===== src/rtl/imm_pkg.sv =====
// Shared encodings and the stage-1 payload layout for the immediate-extend pipeline.
package imm_pkg;

  // Immediate source selector as seen on ImmSrc
  typedef enum logic [1:0] {
    IMM_DP  = 2'b00,  // data-processing rotated imm8
    IMM_MEM = 2'b01,  // load/store imm12, zero-extended
    IMM_BR  = 2'b10,  // branch offset, word-aligned and sign-extended
    IMM_UP  = 2'b11   // imm12 placed in the top bits
  } imm_src_e;

  localparam int INSTR_W = 24;

  // Raw request as captured by stage 1; decoding happens on the way into stage 2
  typedef struct packed {
    logic [INSTR_W-1:0] instr;
    imm_src_e           mode;
    logic               carry;
  } s1_payload_t;

endpackage


===== src/rtl/imm_rotator.sv =====
// 32-bit rotate-right by an even amount 0..30, with shifter carry-out.
module imm_rotator (
  input  logic [31:0] data_i,
  input  logic [4:0]  amt_i,
  input  logic        carry_i,
  output logic [31:0] result_o,
  output logic        carry_o
);

  // Rotate by shifting a doubled copy; a zero rotate passes the incoming carry through
  always_comb begin
    result_o = 32'({data_i, data_i} >> amt_i);
    carry_o  = (amt_i == 5'd0) ? carry_i : result_o[31];
  end

endmodule


===== src/rtl/imm_extend_pipe.sv =====
// Two-stage valid/ready pipeline that extends instruction immediates.
// Stage 1 holds the raw field, stage 2 holds the decoded ExtImm/ShCarry.
module imm_extend_pipe
  import imm_pkg::*;
#(
  parameter int WIDTH  = 32,
  parameter int ROTATE = 1
) (
  input  logic             clk,
  input  logic             reset,
  input  logic             in_valid,
  output logic             in_ready,
  input  logic [23:0]      Instr,
  input  logic [1:0]       ImmSrc,
  input  logic             CarryIn,
  output logic             out_valid,
  input  logic             out_ready,
  output logic [WIDTH-1:0] ExtImm,
  output logic             ShCarry
);

  logic             s1_valid_q;
  s1_payload_t      s1_q;
  logic             s2_valid_q;
  logic [WIDTH-1:0] ext_q;
  logic             shc_q;

  logic             s1_adv;
  logic             s2_adv;
  logic [WIDTH-1:0] ext_d;
  logic             shc_d;
  logic [31:0]      rot_result;
  logic             rot_carry;

  // Stage 2 frees up when empty or retiring; stage 1 when empty or moving on.
  // This makes in_ready combinationally dependent on out_ready.
  assign s2_adv   = !s2_valid_q || out_ready;
  assign s1_adv   = !s1_valid_q || s2_adv;
  assign in_ready = s1_adv;

  assign out_valid = s2_valid_q;
  assign ExtImm    = ext_q;
  assign ShCarry   = shc_q;

  imm_rotator u_rot (
    .data_i   ({24'd0, s1_q.instr[7:0]}),
    .amt_i    ({s1_q.instr[11:8], 1'b0}),
    .carry_i  (s1_q.carry),
    .result_o (rot_result),
    .carry_o  (rot_carry)
  );

  // Decode the stage-1 payload into the final immediate and carry
  always_comb begin
    ext_d = '0;
    shc_d = s1_q.carry;
    unique case (s1_q.mode)
      IMM_DP: begin
        if (ROTATE != 0) begin
          ext_d = WIDTH'(rot_result);
          shc_d = rot_carry;
        end else begin
          ext_d = WIDTH'(s1_q.instr[7:0]);
        end
      end
      IMM_MEM: ext_d = WIDTH'(s1_q.instr[11:0]);
      IMM_BR:  ext_d = WIDTH'($signed({s1_q.instr, 2'b00}));
      IMM_UP:  ext_d = WIDTH'(s1_q.instr[11:0]) << (WIDTH - 12);
      default: ext_d = '0;
    endcase
  end

  // Stage 1: capture the raw request whenever the slot can advance
  always_ff @(posedge clk or negedge reset) begin
    if (!reset) begin
      s1_valid_q <= 1'b0;
      s1_q       <= '0;
    end else if (s1_adv) begin
      s1_valid_q <= in_valid;
      if (in_valid) begin
        s1_q <= '{instr: Instr, mode: imm_src_e'(ImmSrc), carry: CarryIn};
      end
    end
  end

  // Stage 2: register the decoded result; held untouched while stalled
  always_ff @(posedge clk or negedge reset) begin
    if (!reset) begin
      s2_valid_q <= 1'b0;
      ext_q      <= '0;
      shc_q      <= 1'b0;
    end else if (s2_adv) begin
      s2_valid_q <= s1_valid_q;
      if (s1_valid_q) begin
        ext_q <= ext_d;
        shc_q <= shc_d;
      end
    end
  end

endmodule


===== config.mk =====
export PLATFORM = sky130hd
export DESIGN_NAME = imm_extend_pipe
export DESIGN_NICKNAME = d
export VERILOG_FILES = /design/src/rtl/imm_pkg.sv /design/src/rtl/imm_rotator.sv /design/src/rtl/imm_extend_pipe.sv
export SDC_FILE = /design/constraint.sdc
export NUM_CORES = 1
export LEC_CHECK = 0
export BUFFER_PORTS_ARGS = -buffer_cell sky130_fd_sc_hd__buf_2
export CAP_MARGIN = 20
export CORE_MARGIN = 2
export CORE_UTILIZATION = 34
export CTS_CLUSTER_DIAMETER = 150
export DETAILED_ROUTE_END_ITERATION = 16
export MAX_ROUTING_LAYER = met4
export SYNTH_ARGS = -nofsm -noshare
export SYNTH_HDL_FRONTEND = slang
export SYNTH_SLANG_ARGS = --single-unit

===== constraint.sdc =====
create_clock -name clk -period 2 [get_ports clk]
set_clock_uncertainty 0.1 [all_clocks]
set_input_delay 0.2 -clock clk [delete_from_list [all_inputs] [get_ports clk]]
set_output_delay 0.2 -clock clk [all_outputs]
set_load 0.01 [all_outputs]

==> out/metrics.yaml <==
outcome: "completed"
p_per_area_mw_per_mm2: 965
comb_power_share_pct: 32.1
die_y_um: 104
maxSlewHeadroom_pct: 63.5
ctsLongestPathBuffers: 2
ys_types: 55
hold_violations: 0
hpwl_um: 6930
drc: 0
clkLatencyLatePin_ns: 0.34
syn-cell-area_mm2: 0.00339
drive_gt1_share_pct: 37.7
synthTopCellsByArea: "dfrtp_1, mux2_2, nor2_1, mux2i_1, nand2_1"
dr.pass1.iters: 6
vdd_drop_max_mv: 0.478
clockRootBuffer: "clkbuf_8"
worst_setup_path_end_kind: "register"
grt-ovfl-total: 0
hp-class: "in2reg"
rsz0062_at_grt: "no"
synth-async-reset-ratio_pct: 100
grt_pass1_wl_um: 15800
worstMarginPinSlew_ns: 0.533
initial_utilization_pct: 34.8
layout_commonest_cell: "buf_2"
cp-startpoint: "s1_q[1]"
place_ws_ns: 0.0726
p_total_w: 0.00437
p_clk_share_pct: 28.5
worstSetupPathType: "reg2reg"
setup_slack_ns: 0.148
final_area_mm2: 0.00454
clk_pin_slew_ns: 0.07
start_kind: "register"
dr_total_vias: 2939
cts_inserted_buffers: 9
antennaDiodeCount: 0
dr.first_iter.drc_count: 206
hold_slack_ns: 0.0901
worstPathMaxFanout: 13
cts_tree: "done"
die_x_um: 104
layout_min_cycle_time_ns: 1.85
num_rows: 36
required_ns: 2.11
fin_nets: 470
post-route-period-util_pct: 92.6
pin_count: 66
finalWirelength_um: 9630
netSwitchingFraction_pct: 33.1
reg2reg_depth: 4
endpoint: "ExtImm[5]"
synth_edf_count: 0
p_leak_nw: 1.99
power.internal_w: 0.00293
arrival_ns: 1.96
fmax_ghz: 0.540
synthCells: 323
routedWlPerCell_um: 16.7
die_area_mm2: 0.0108
synth_top_area_share_pct: 45.8
viasPerCell: 5.10
synth_nets: 354
dpl-instance-area_mm2: 0.00402
syn_to_final_growth_pct: 34.0
grt_usage_pct: 19.2
ys.flop_type: "dfrtp_1"
cts_max_level: 3
yosysWarnings: 0
gp_congestion: 0.895
final_cell_mix: "buf_2, dfrtp_1, nor2_1"
setup_viol: 0
grt_max_degree: 63
r2r_end: "ExtImm[5]"
p_sw_w: 0.00145
yosys.area.top_type: "dfrtp_1"
ys_ff_latch: 62
ys_seq_area_share_pct: 45.8
cap_violations: 0
antenna_found_initial: 0
pwr-share-seq_pct: 39.5
synth.avg_cell_area_um2: 10.5
port_buffers: 65
r2r_start: "s1_q[1]"
ant_nets: 0
slew_violations: 0
clock_sinks: 62
grt_pass1_vias: 2924
r2r_slack_ns: 0.15
n_fill_cell: 971
tns_ns: 0
core_area_mm2: 0.00973
stage by stage:
stage               std cells  util (%)
finish                    576      46.6
global route              576      46.6
CTS                       576      46.6
detailed placement        532      41.3
global placement          532      41.3
floorplan                 323         -
critical path: stages (launching register included):
cell      delay [ns]
dfrtp_1         0.57
and2_1          0.27
or2_0           0.20
o311ai_0        0.45
o21ai_0         0.13
sequential cells by signal, indices dropped and copies added (netlist names):
| name | count |
|---|---|
| s1_q | 27 |
| ExtImm | 32 |
| s1_valid_q | 1 |
| ShCarry | 1 |
| out_valid | 1 |
repair_timing:
| action | in CTS | in global routing |
|---|---|---|
| endpoints found under the setup margin | 0 | 3 |
| buffers inserted | 0 | 0 |
| endpoints found under the hold margin | 90 | 0 |
| hold buffers | 29 | 0 |
| resized for setup | 0 | 1 |
Yosys cell counts, types with 2 or more instances:
| cell | instances |
|---|---|
| dfrtp_1 | 62 |
| nor2_1 | 38 |
| mux2_2 | 31 |
| nand2_1 | 25 |
| a21oi_1 | 17 |
| a31oi_1 | 14 |
| o21ai_0 | 12 |
| mux2i_1 | 11 |
| a221oi_1 | 9 |
| nand2b_1 | 8 |
| buf_2 | 7 |
| buf_6 | 7 |
| clkbuf_1 | 7 |
| a32oi_1 | 5 |
| and2_1 | 5 |
| buf_4 | 5 |
| a222oi_1 | 4 |
| and2_0 | 3 |
| inv_1 | 3 |
| nor2b_1 | 3 |
| nor3_2 | 3 |
| o221ai_1 | 3 |
| o22ai_1 | 3 |
| a22o_1 | 2 |
| a22oi_1 | 2 |
| and4_1 | 2 |
| mux2i_2 | 2 |
| nand4b_1 | 2 |
| nor3_1 | 2 |
area by class of cell:
class | instances | area (um2) | area share (%)
clock buffers | 11 | 151 | 3.34
repair buffers | 133 | 958 | 21.1
flip-flops and latches | 62 | 1550 | 34.2
well taps | 133 | 166 | 3.67
clock inverters | 4 | 70.1 | 1.54
inverters | 4 | 15.0 | 0.331
multi-input cells | 229 | 1620 | 35.8
worst min path at each step:
stage / from / endpoint / slack, ns / depth (start not counted)
6_report: out_ready / s1_valid_q / 0.09 / 3
5_1_grt: out_ready / s1_valid_q / 0.09 / 3
4_1_cts: out_ready / s1_valid_q / 0.08 / 3
3_5_place_dp: reset / out_valid / 0.14 / 2
3_3_place_gp: reset / out_valid / 0.13 / 2
2_1_floorplan: reset / ExtImm[0] / -0.20 / 0
per-layer routing:
metal  part of all wire, %  track usage [%]  wire (um)
met5                     0                -          0
met4                   1.4             5.60        131
met3                   6.2             4.85        597
met2                    43             28.2       4180
met1                    49             26.3       4720
power by group through the flow:
stage	Sequential, W	Combinational, W	Clock [W]
5_1_grt	0.00177	0.00153	0.00134
2_1_floorplan	0.00174	0.000806	0
4_1_cts	0.00173	0.00140	0.00127
6_report	0.00173	0.00140	0.00125
3_3_place_gp	0.00174	0.00135	0
3_5_place_dp	0.00175	0.00136	0
kinds of logic (layout without fill, tap and decap cells):
group	count (synthesis)	after routing	synth area share (%)
and+or+nand+nor	106	106	16.8
AOI/OAI and AO/OA	78	78	16.0
DFF	62	62	45.8
muxes	45	45	15.0
buffers and inverters	32	152	6.28
No activity file was read; power rests on OpenSTA's default activity.
